--- src/rtl/t_trig_seq_ctrl.sv ---
// t_trig_seq_ctrl: sequencer for the toggle input of a downstream t_trig.
// An accepted start latches a period P and a pulse count N; the block then
// emits N single-cycle toggle-enable pulses, one every P clocks, and flags done.
// A shadow of the t_trig output (o_q_exp) is kept for checking.
//
// Ports:
//   i_clk          system clock, rising edge
//   i_rst_n        asynchronous active-low reset
//   i_start        start request, sampled only in idle
//   i_stop         abort request, honoured while running (wins over start in idle)
//   i_period       toggle period P, latched on an accepted start
//   i_num_toggles  pulse count N, latched on an accepted start
//   o_t            registered toggle enable for t_trig
//   o_busy         high while running
//   o_done         one-cycle pulse after the Nth toggle
//   o_abort        one-cycle pulse when a run is stopped
//   o_err          one-cycle pulse when a start with P==0 or N==0 is rejected
//   o_toggle_cnt   toggles issued in the current or last run
//   o_q_exp        expected t_trig output, flips on every edge with o_t high
module t_trig_seq_ctrl #(
    parameter int unsigned CNT_W = 8
) (
    input  logic             i_clk,
    input  logic             i_rst_n,
    input  logic             i_start,
    input  logic             i_stop,
    input  logic [CNT_W-1:0] i_period,
    input  logic [CNT_W-1:0] i_num_toggles,
    output logic             o_t,
    output logic             o_busy,
    output logic             o_done,
    output logic             o_abort,
    output logic             o_err,
    output logic [CNT_W-1:0] o_toggle_cnt,
    output logic             o_q_exp
);

    typedef enum logic [1:0] {StIdle, StRun, StDone} state_e;

    state_e           state_q, state_d;
    logic [CNT_W-1:0] period_q, period_d;
    logic [CNT_W-1:0] num_q, num_d;
    logic [CNT_W-1:0] down_q, down_d;
    logic [CNT_W-1:0] cnt_q, cnt_d;
    logic             t_q, t_d;
    logic             done_q, done_d;
    logic             abort_q, abort_d;
    logic             err_q, err_d;
    logic             q_exp_q, q_exp_d;

    logic             start_req;
    logic             start_ok;
    logic             start_bad;
    logic             toggle_due;
    logic [CNT_W-1:0] cnt_inc;

    // Stop has priority over start in idle, so a start is only seen without stop.
    assign start_req  = (state_q == StIdle) && !i_stop && i_start;
    assign start_bad  = start_req && ((i_period == '0) || (i_num_toggles == '0));
    assign start_ok   = start_req && !start_bad;
    // A stop on the same edge as a due toggle suppresses the pulse.
    assign toggle_due = (state_q == StRun) && !i_stop && (down_q == '0);
    assign cnt_inc    = cnt_q + CNT_W'(1);

    // State register and datapath registers
    always_ff @(posedge i_clk or negedge i_rst_n) begin
        if (!i_rst_n) begin
            state_q  <= StIdle;
            period_q <= '0;
            num_q    <= '0;
            down_q   <= '0;
            cnt_q    <= '0;
            t_q      <= 1'b0;
            done_q   <= 1'b0;
            abort_q  <= 1'b0;
            err_q    <= 1'b0;
            q_exp_q  <= 1'b0;
        end else begin
            state_q  <= state_d;
            period_q <= period_d;
            num_q    <= num_d;
            down_q   <= down_d;
            cnt_q    <= cnt_d;
            t_q      <= t_d;
            done_q   <= done_d;
            abort_q  <= abort_d;
            err_q    <= err_d;
            q_exp_q  <= q_exp_d;
        end
    end

    // Next-state logic
    always_comb begin
        state_d = state_q;
        unique case (state_q)
            StIdle: begin
                if (start_ok) state_d = StRun;
            end
            StRun: begin
                if (i_stop) begin
                    state_d = StIdle;
                end else if (toggle_due && (cnt_inc == num_q)) begin
                    state_d = StDone;
                end
            end
            StDone:  state_d = StIdle;
            default: state_d = StIdle;
        endcase
    end

    // Output and datapath next values
    always_comb begin
        period_d = period_q;
        num_d    = num_q;
        down_d   = down_q;
        cnt_d    = cnt_q;
        t_d      = toggle_due;
        done_d   = (state_q == StDone);
        abort_d  = (state_q == StRun) && i_stop;
        err_d    = start_bad;
        // Never cleared by start/stop/done: models a t_trig without reset.
        q_exp_d  = q_exp_q ^ t_q;

        if (start_ok) begin
            period_d = i_period;
            num_d    = i_num_toggles;
            down_d   = i_period - CNT_W'(1);
            cnt_d    = '0;
        end else if ((state_q == StRun) && !i_stop) begin
            if (down_q == '0) begin
                down_d = period_q - CNT_W'(1);
                cnt_d  = cnt_inc;
            end else begin
                down_d = down_q - CNT_W'(1);
            end
        end
    end

    assign o_t          = t_q;
    assign o_busy       = (state_q == StRun);
    assign o_done       = done_q;
    assign o_abort      = abort_q;
    assign o_err        = err_q;
    assign o_toggle_cnt = cnt_q;
    assign o_q_exp      = q_exp_q;

endmodule

--- config.mk ---
export PLATFORM = sky130hd
export DESIGN_NAME = t_trig_seq_ctrl
export DESIGN_NICKNAME = d
export VERILOG_FILES = /design/src/rtl/t_trig_seq_ctrl.sv
export SDC_FILE = /design/constraint.sdc
export NUM_CORES = 1
export LEC_CHECK = 0
export ABC_AREA = 1
export ABC_CLOCK_PERIOD_IN_PS = 2100
export BUFFER_PORTS_ARGS = -buffer_cell sky130_fd_sc_hd__buf_4
export CAP_MARGIN = 20
export CORE_MARGIN = 1.5
export CORE_UTILIZATION = 56
export CTS_BUF_LIST = sky130_fd_sc_hd__clkbuf_16
export CTS_CLUSTER_SIZE = 14
export DETAILED_ROUTE_END_ITERATION = 10
export PLACE_DENSITY = 0.8
export SYNTH_ARGS = -nofsm -noshare
export SYNTH_HDL_FRONTEND = slang
export SYNTH_SLANG_ARGS = --single-unit
--- constraint.sdc ---
create_clock -name i_clk -period 2.1 [get_ports i_clk]
set_input_delay 0.525 -clock i_clk [delete_from_list [all_inputs] [get_ports i_clk]]
set_output_delay 0.525 -clock i_clk [all_outputs]
set_load 0.02 [all_outputs]
# Word level (Yosys, flattened, before mapping)
# Cells that the tools add are included.
totals:
  ff_bits: 39
  elab_cells: 49
  out_inout_bits: 14
classes:
  n_mux: 10
  n_bitwise: 1
  n_eq_ne: 5
  add_sub_neg: 4
  reduce_logical: 19
op_table:
  columns: ["op", "n"]
  rows:
  - ["$mux W8", 6]
  - ["$logic_not A8 Y1", 3]
  - ["$sub A8 B1 Y8 const B", 3]
  - ["$add A8 B1 Y8 const B", 1]
  - ["$eq A8 B8 Y1", 1]
  - ["$logic_and A1 B1 Y1", 8]
  - ["$mux W2", 3]
  - ["$pmux W2 S2", 1]
  - ["$reduce_and A2 Y1", 2]
  - ["$reduce_bool A2 Y1", 2]
  - ["$ne A3 B2 Y1 const B", 1]
  - ["$eq A2 B1 Y1 const B", 1]
  - ["$eq A2 B2 Y1 const B", 1]
  - ["$logic_not A1 Y1", 2]
  - ["$logic_not A2 Y1", 1]
  - ["$ne A2 B2 Y1 const B", 1]
  - ["$logic_or A1 B1 Y1", 1]
  - ["$xor A1 B1 Y1", 1]

# Logic depth before layout (Yosys ltp)
# Gate-level depths: netlist of run 1.
depth:
  depth_word: 8
  depth_mapped: 16
  mapped_depth_nobuf: 15

# Worst setup path after synthesis of run 1
# Ideal clock, no wire load.
synth_path:
  path_type: "input port to flip-flop"
  startpoint: "input i_stop"
  endpoint: "register down_q[4]"
  arrival_ns: 1.881
  stages: 14
  setup_slack_ns: 0.090
  setup_time_ns: 0.129
  path_cell_list: "inv_2 -> nand2_1 -> nor3_4 -> nand3_2 -> buf_6 -> nand2_2 -> nand2_2 -> inv_1 -> ha_1 -> inv_1 -> nor2_2 -> a21oi_1 -> o21ai_0 -> o21ai_0"
synth_between:
  elab_chain_len: 7
  word_cells_on_any_way: 9
synth_rtl:
  columns: ["item", "line", "rtl"]
  rows:
  - ["start, declared", "26", "input logic i_stop,"]
  - ["$logic_not A1 Y1 (*)", "58, 129", null]
  - ["$logic_and A1 B1 Y1 (2 in series)", "58", "assign start_req = (state_q == StIdle) && !i_stop && i_start;"]
  - ["$logic_and A1 B1 Y1", "59", "assign start_bad = start_req && ((i_period == '0) || (i_num_toggles == '0));"]
  - ["$logic_not A1 Y1", "60", "assign start_ok = start_req && !start_bad;"]
  - ["$logic_and A1 B1 Y1", "60", null]
  - ["$mux W8 or $reduce_bool A2 Y1 (tied branches)", null, null]
  - ["end signal, assigned", "82", "down_q <= down_d;"]
  - ["end, declared", "43", "logic [CNT_W-1:0] down_q, down_d;"]
# Mark *: on every way between the ends. The rest lies on a longest branch, timed or not.
# A chain may end at the register's enable or synchronous reset.

# Worst setup path in the final report of run 1
layout_path:
  startpoint: "input i_stop"
  endpoint: "register down_q[6]"
# Same word-level chain as after synthesis.

==> results of run 1 <==
[repair_timing]
item	4_1_cts	5_1_grt
buffers inserted	0	1
setup endpoints to repair	0	3
gates resized for setup	0	7
[cell usage after synthesis]
cell type,n
sky130_fd_sc_hd__nand3_2,1
sky130_fd_sc_hd__o21ai_1,3
sky130_fd_sc_hd__nor2_1,33
sky130_fd_sc_hd__nor2_2,4
sky130_fd_sc_hd__dfrtp_1,39
sky130_fd_sc_hd__a211oi_1,1
sky130_fd_sc_hd__nand2_2,7
sky130_fd_sc_hd__buf_2,1
sky130_fd_sc_hd__buf_6,1
sky130_fd_sc_hd__buf_4,1
sky130_fd_sc_hd__nand4_1,3
sky130_fd_sc_hd__nor3_4,1
sky130_fd_sc_hd__clkbuf_1,2
sky130_fd_sc_hd__a21oi_1,9
sky130_fd_sc_hd__o21bai_1,1
sky130_fd_sc_hd__nand2_1,91
sky130_fd_sc_hd__xor2_1,11
sky130_fd_sc_hd__inv_1,32
sky130_fd_sc_hd__ha_1,2
sky130_fd_sc_hd__nor3_1,1
sky130_fd_sc_hd__nand2b_1,1
sky130_fd_sc_hd__o21ai_0,20
sky130_fd_sc_hd__nor4_1,2
sky130_fd_sc_hd__xnor2_1,1
sky130_fd_sc_hd__inv_2,2
sky130_fd_sc_hd__nand3_1,15
sky130_fd_sc_hd__clkbuf_4,1
sky130_fd_sc_hd__a31oi_1,1
[worst reg2reg max path: stages, from the launching register on]
cell and delay (ns):
sky130_fd_sc_hd__dfrtp_1 0.39, sky130_fd_sc_hd__nor2_1 0.18, sky130_fd_sc_hd__nand2_1 0.13, sky130_fd_sc_hd__nor2_4 0.16, sky130_fd_sc_hd__buf_4 0.17, sky130_fd_sc_hd__nand2_1 0.05, sky130_fd_sc_hd__nand2_1 0.06, sky130_fd_sc_hd__nand2_2 0.05
sky130_fd_sc_hd__nand2_2 0.10, sky130_fd_sc_hd__inv_1 0.08, sky130_fd_sc_hd__nand2_1 0.13, sky130_fd_sc_hd__nor2_2 0.07, sky130_fd_sc_hd__o21ai_1 0.12, sky130_fd_sc_hd__o21ai_0 0.09
[metal layers]
| layer | vias to the layer above | wire, um | GRT usage (%) | part of all wire, % |
|---|---|---|---|---|
| met5 | - | 0 | 0 | 0 |
| met2 | 56 | 2270 | 40.9 | 45 |
| li1 | 989 | - | - | - |
| met3 | 10 | 247 | 6.42 | 5.0 |
| met1 | 928 | 2370 | 36.6 | 48 |
| met4 | 0 | 99 | 12.0 | 2.0 |
[cell families after synthesis]
| group | Yosys count | share of synthesized area [%] |
|---|---|---|
| compound gates | 35 | 8.51 |
| xor+xnor | 12 | 4.93 |
| fa+ha+maj | 2 | 1.17 |
| buf+inv | 40 | 7.81 |
| flops | 39 | 45.8 |
| simple gates | 159 | 31.8 |
[per-stage QoR]
| step | utilization [%] | std cells | total power [mW] |
|---|---|---|---|
| after floorplan | - | 287 | 1.64 |
| after detailed placement | 67.8 | 373 | 1.92 |
| after global placement | 67.8 | 373 | 1.88 |
| after CTS | 71.6 | 381 | 2.63 |
| final | 72.3 | 382 | 2.66 |
| after global routing | 72.3 | 382 | 2.85 |
[registers in the layout (all words and copies together), names as in the netlist]
register	flops
down_q	8
o_q_exp	1
o_err	1
o_done	1
o_abort	1
o_toggle_cnt	8
state_q	2
num_q	8
o_t	1
period_q	8
[area by class of cell]
| type | count | area, sq um | area share, % |
|---|---|---|---|
| Tap cell | 48 | 60.1 | 2.27 |
| Timing Repair Buffer | 45 | 338 | 12.8 |
| Inverter | 34 | 128 | 4.82 |
| Clock inverter | 3 | 12.5 | 0.473 |
| Sequential cell | 39 | 977 | 36.9 |
| Clock buffer | 5 | 125 | 4.73 |
| Multi-Input combinational cell | 208 | 1010 | 38.0 |
[report_power, final]
part           internal (mW)  leakage (nW)  switching (mW)  total [mW]
logic                  0.351         0.864           0.572       0.923
registers              0.914         0.502           0.123        1.04
clock network          0.428        0.0762           0.273       0.701
[worst min path at each step]
stage          cells after the start              end  slack, ns     from
2_1_floorplan                      0        down_q[0]       0.23  i_rst_n
3_3_place_gp                       1          o_q_exp       0.45      o_t
3_5_place_dp                       1          o_q_exp       0.46  o_q_exp
4_1_cts                            1  o_toggle_cnt[4]       0.23  i_rst_n
5_1_grt                            1           o_done       0.25  i_rst_n
6_report                           1  o_toggle_cnt[4]       0.21  i_rst_n
==> results.txt, run 1 <==
The fraction of final layout cells with drive strength greater than 1 is 20.7%. During synthesis, Yosys emitted a total of 0 warnings. The first global-routing pass estimated 8540 um of wire. The final design instance area without fill is 2650 sq um.

The critical path runs through a total of 14 cells. The overall global routing resource usage came out at 26.9%. The top cell type's share of synthesized area is 45.8%.

The largest total area in the synthesized netlist belongs to sky130_fd_sc_hd__dfrtp_1. The endpoint identified for the worst register-to-register timing path is down_q[4]. The maximum operating frequency is 514 MHz. The total buffers and inverters traversed by the critical path came out at 4.

The total count of hold-check failures in the final report came out at 0. The worst setup path is launched from a primary input. Entering global routing, the biggest net connects 40 pins.

The TritonCTS sink count is 39. The startpoint-to-endpoint class of the critical path is in -> reg. For this design, the slowest cell found on the critical path is sky130_fd_sc_hd__nor3_4.

The remaining global-route overflow is 0. In this run the cell area of the synthesized design comes to 2130 sq um. The worst slack after detailed placement is -0.0549 ns. The sequential area share after synthesis is 45.8%.

The post-route worst setup slack is 0.153 ns. The count of inserted antenna diode cells is 0. The total clock buffers created by CTS came out at 5. The post-synthesis cell count is 287.

The number of pins exceeding their max-slew limit in the final report came out at 0. The per-cell routed wire length is 13.1 um. Ranked by total cell area, the synthesized netlist is headed by sky130_fd_sc_hd__dfrtp_1 46%, sky130_fd_sc_hd__nand2_1 16%, sky130_fd_sc_hd__nor2_1 5.8%, sky130_fd_sc_hd__inv_1 5.6%, sky130_fd_sc_hd__o21ai_0 4.7%. The power per cell area is 1010 nW/um^2. The insertion delay to the later sink of the worst-skew pair came out at 0.28 ns. The floorplan step defined a core boundary enclosing 3660 sq um. Headroom to the max-slew limit came out at 67.9%.

Leaving out fill and tap cells, the most frequent cell in the layout is sky130_fd_sc_hd__nand2_1. The total DRC errors in the routed layout came out at 0. The top-level I/O count is 34. The filler cell count came out at 306. The critical path starts at i_stop. VDD sags by at most 0.660 mV. The library cells used most frequently in the layout, excluding fill and tap cells, are 91 x sky130_fd_sc_hd__nand2_1, 45 x sky130_fd_sc_hd__buf_4, 38 x sky130_fd_sc_hd__dfrtp_1, 34 x sky130_fd_sc_hd__inv_1, 32 x sky130_fd_sc_hd__nor2_1. The critical path's largest stage delay is 0.26 ns. The number of unique standard cell types used by synthesis is 28. In this run the worst path has a maximum fanout of 12. At the worst endpoint, the arrival time is 2.11 ns. Counting cells, the worst reg-to-reg path comes to 13. At the end of routability-driven placement, the weighted congestion stood at 0.901. The min-delay analysis places its worst path in the category in -> async.

The area growth from synthesis to final layout is 24.2%. The net count of the finished layout is 355. The final-report setup violation count is 0.

The half-perimeter wire length after detailed placement came out at 3620 um. The leakage power is 1.44 nW. The final cycle utilization of the critical path came out at 92.7%. In this run the critical register-to-register path is launched from down_q[0]. The post-place instance area came out at 2480 sq um. For the pin with the worst max-slew slack, the measured transition is 0.482 ns.

The reported max-cap violation count is 0. In this run the register-to-register setup slack is 0.19 ns. The run finished with clean final reports. The initial antenna violation count is 0. Across all hold checks on the routed design, the worst slack comes to 0.210 ns. The die is 64.7 um tall. In this run the worst setup path terminates at down_q[6]. The total nets after synthesis is 309.

The final layout contains routed wiring with a total length of 4990 um. The detail route stage leaves a number of antenna-violating nets equal to 0. The cell family contributing the most delay on the critical path is simple AND/OR/NAND/NOR gates. The starting density of the core is 58.2%. The hold buffer count at cts came out at 0. In this run the tool buffered the top-level ports with 33 buffer cells. The total number of vias is 1983. The floorplan step defined a die boundary enclosing 4190 sq um. STA classifies the critical path endpoint as a flop. The maximum clock insertion buffer count is 2. The average instance in the mapped netlist occupies 7.43 sq um. The final critical-path required period came out at 1.95 ns. The first-pass iteration count of the detailed router came out at 4.

The total number of H-tree levels came out at 2. Setup repair after global routing left no endpoint under its margin. The die span in x came out at 64.7 um.

The clock tree root buffer cell is sky130_fd_sc_hd__clkbuf_16. The critical path goes through buf_4 > inv_2 > nand2_1 > nor3_4 > nand3_4 > buf_4 > nand2_2 > nand2_2 > inv_1 > nand2_1 > nor2_2 > nand3_1 > nand3_1 > o21ai_1. The number of global-route vias before repair came out at 1957. The clock transition time at the flip-flop clock pins of the worst setup and hold paths is 0.06 ns.

After routing, the total negative slack on setup checks comes to 0 ns. The register bit count reported by yosys came out at 39. The worst clock skew is 0.00562 ns. The required arrival time at the worst endpoint came out at 2.26 ns.

The number of DRC violations after detailed-routing iteration 0 is 133. After detailed routing, the number of vias per cell comes to 5.19. The floorplan has 22 rows.

TritonCTS built the clock tree.
Power figures use the tool's default switching activity.
==> inputs of run 2 (changes only) <==
--- a/config.mk
+++ b/config.mk
@@ -6,15 +6,16 @@
 export NUM_CORES = 1
 export LEC_CHECK = 0
 export ABC_AREA = 1
-export ABC_CLOCK_PERIOD_IN_PS = 2100
 export BUFFER_PORTS_ARGS = -buffer_cell sky130_fd_sc_hd__buf_4
 export CAP_MARGIN = 20
+export CELL_PAD_IN_SITES_DETAIL_PLACEMENT = 0
+export CELL_PAD_IN_SITES_GLOBAL_PLACEMENT = 1
 export CORE_MARGIN = 1.5
-export CORE_UTILIZATION = 56
+export CORE_UTILIZATION = 44
 export CTS_BUF_LIST = sky130_fd_sc_hd__clkbuf_16
 export CTS_CLUSTER_SIZE = 14
 export DETAILED_ROUTE_END_ITERATION = 10
-export PLACE_DENSITY = 0.8
+export PLACE_DENSITY = 0.86
 export SYNTH_ARGS = -nofsm -noshare
 export SYNTH_HDL_FRONTEND = slang
 export SYNTH_SLANG_ARGS = --single-unit
==> constraint.sdc (replaced) <==
create_clock -name i_clk -period 2.4 [get_ports i_clk]
set_input_delay 0.6 -clock i_clk [delete_from_list [all_inputs] [get_ports i_clk]]
set_output_delay 0.6 -clock i_clk [all_outputs]
set_load 0.02 [all_outputs]
==> run 2 against run 1 <==
Compared with the run above:
- global-route usage fell by 6.6 points
- sequential power fell by 13%
- die area rose by 26%
- hold slack improved by 0.068 ns
- sequential share of layout area rose by 0.32 points
- clock power fell by 7.8%
- first-iteration DRC count did not move
- power fell by 14%
==> results.txt, run 2 (synthesis gave the netlist of run 1 again) <==
The detailed route wirelength on metal2 is 2010 um. The post-route worst setup slack is 0.264 ns. For this run, the top clock speed supported by timing is 468 MHz. The cell-internal power came out at 1.47 mW. The smallest hold slack came out at 0.278 ns. Max-cap violations in this run came to 0.

The TritonCTS sink count came out at 39. The total DRC errors in the routed layout is 0. The half-perimeter wire length after detailed placement is 3540 um. The worst setup path startpoint is i_stop. The number of DRC violations after detailed-routing iteration 0 is 133. The starting density of the core is 45.4%. The share of total power in the clock network is 28.1%. The post-place instance area came out at 2480 sq um. The proportion of total power due to net switching is 36.0%. The total clock buffers created by CTS came out at 5. STA classifies the critical path startpoint as a primary input. The clock tree root buffer cell is sky130_fd_sc_hd__clkbuf_16.

The first-pass iteration count of the detailed router is 5. The count of port buffers added during placement is 33. The sum of met3 wire segment lengths after detailed routing is 261 um. The data arrival time of the critical path came out at 2.29 ns. Using the TritonRoute via totals, the vias-per-cell ratio works out to 4.86. The post-CTS resize count came out at 0. The transition time at the pin with the least slew margin is 0.486 ns. The worst-case headroom to the max-slew limit came out at 67.6%. The maximum clock insertion buffer count came out at 2.

In the layout the commonest cells are 91 x sky130_fd_sc_hd__nand2_1, 42 x sky130_fd_sc_hd__buf_4, 39 x sky130_fd_sc_hd__dfrtp_1, 33 x sky130_fd_sc_hd__nor2_1, 32 x sky130_fd_sc_hd__inv_1. The insertion delay to the later sink of the worst-skew pair came out at 0.28 ns. The sequential group share of total power came out at 39.3%.

Setup repair after global routing left no endpoint under its margin. The congestion estimate from routability-driven global placement came to 0.841. The maximum ir drop on the vdd rail came out at 0.357 mV.

The count of standard-cell rows came out at 25. The core area came out at 4690 sq um. The top-level I/O count came out at 34. After filler insertion, the fill cell instance count of the layout stands at 449. The cell count after placement came out at 377. The total number of vias is 1870. The flow ran to the end, and the final reports show no timing, DRC or antenna violations. Once layout is complete, the cells apart from fillers number 385.

The overall global routing resource usage came out at 20.3%. In this run the post-CTS setup repair buffer count came out at 0. The net total in the final layout is 352. The final-report setup violation count came out at 0. The number of pins exceeding their max-slew limit in the final report came out at 0. The detailed router put a total of 2370 um of wire on met1.

The setup TNS is 0 ns. The completed layout was analyzed and its total power is 2.30 mW. The initial antenna violation count is 0.

STA classifies the critical path endpoint as a flop. The worst slack after detailed placement came out at 0.0389 ns. The switching power total is 0.827 mW. The min-delay analysis places its worst path in the category in -> async.

The count of inserted antenna diode cells is 0. Cells with a size suffix above 1 make up 19.3% of the layout. The hold buffer count at cts is 0. The CTS tree is built.

Signal routing reaches up to met4. The core utilization of the finished layout came out at 55.9%. The area growth from synthesis to final layout came out at 22.9%. The share of power burned in combinational logic is 32.6%.

The die area came out at 5270 sq um. The required arrival time at the worst endpoint is 2.55 ns. The pin count of the biggest net entering global routing is 40.

After detailed routing, the total wire length is 4720 um. The number of global-route vias before repair is 1718. The remaining antenna violation count is 0. The startpoint identified for the worst register-to-register timing path is state_q[1].

The smallest clock period supported by the final layout is computed as 2.14 ns. The final design instance area without fill came out at 2620 sq um. For this run the aggregate overflow at the end of global routing stands at 0. The y dimension of the die is 72.6 um. The H-tree generated during clock tree synthesis spans 2 levels. The first global-routing pass estimated 8040 um of wire. The die is 72.6 um wide.

The leakage power came out at 1.42 nW. The final cycle utilization of the critical path is 89.0%. The total count of hold-check failures in the final report came to 0.

Across the routed clock network, the largest skew measured is 0.00497 ns. After detailed routing, the average wire length per cell comes to 12.3 um. The library cell used most frequently in the layout, excluding fill and tap cells, is sky130_fd_sc_hd__nand2_1.

After clock tree synthesis, the clock-pin slew on the worst setup and hold paths is 0.06 ns. The maximum fanout along the worst path is 5. The setup path with the least slack is of type in -> reg.

The power per cell area came out at 877 nW/um^2.
## run 2: changes by cell type in the layout (fill, tap and decap cells not counted), moves of 2 or more
cell                      before  now
sky130_fd_sc_hd__buf_4        45   42
sky130_fd_sc_hd__o21ai_0      18   20
sky130_fd_sc_hd__inv_1        34   32
sky130_fd_sc_hd__o21ai_1       5    3
## run 2: power by group through the flow
stage | logic, mW | clock network [mW] | registers [mW]
after floorplan | 0.518 | 0 | 0.919
after CTS | 0.757 | 0.667 | 0.904
after global placement | 0.744 | 0 | 0.910
after global routing | 0.871 | 0.691 | 0.922
final | 0.750 | 0.646 | 0.903
after detailed placement | 0.748 | 0 | 0.914
## run 2: final cells by class
type                       instances  area (sq um)  area share [%]
clock inverter                     3          20.0           0.764
tap                               54          67.6            2.58
sequential                        39           976            37.2
multi-input combinational        208           990            37.8
timing repair buffer              42           315            12.0
inverter                          34           128            4.87
clock buffer                       5           125            4.77
## run 2: final timing paths
| kind | slack [ns] | end | cells past startpoint |
|---|---|---|---|
| max reg2reg | 0.32 | down_q[4] | 11 |
| min reg2reg | 0.47 | period_q[3] | 2 |
| min in group i_clk | 0.47 | period_q[3] | 2 |
| min | 0.28 | o_toggle_cnt[7] | 1 |
| max in group asynchronous | 1.78 | down_q[7] | 1 |
| max | 0.26 | down_q[4] | 14 |
## run 2: critical path, cell delays in order
cell and delay, ns:
sky130_fd_sc_hd__buf_4 0.11, sky130_fd_sc_hd__inv_2 0.06, sky130_fd_sc_hd__nand2_1 0.10, sky130_fd_sc_hd__nor3_4 0.18, sky130_fd_sc_hd__nand3_2 0.14, sky130_fd_sc_hd__nand2_1 0.07
sky130_fd_sc_hd__o21ai_0 0.11, sky130_fd_sc_hd__inv_1 0.11, sky130_fd_sc_hd__ha_1 0.20, sky130_fd_sc_hd__inv_1 0.06, sky130_fd_sc_hd__nor2_2 0.16, sky130_fd_sc_hd__a21oi_1 0.08
sky130_fd_sc_hd__o21ai_0 0.18, sky130_fd_sc_hd__o21ai_0 0.12
## run 2: per-layer routing
metal | up-vias | global-route usage, %
met2 | 48 | 29.4
met3 | 9 | 5.25
met5 | - | 0
li1 | 985 | -
met1 | 828 | 29.3
met4 | 0 | 7.34
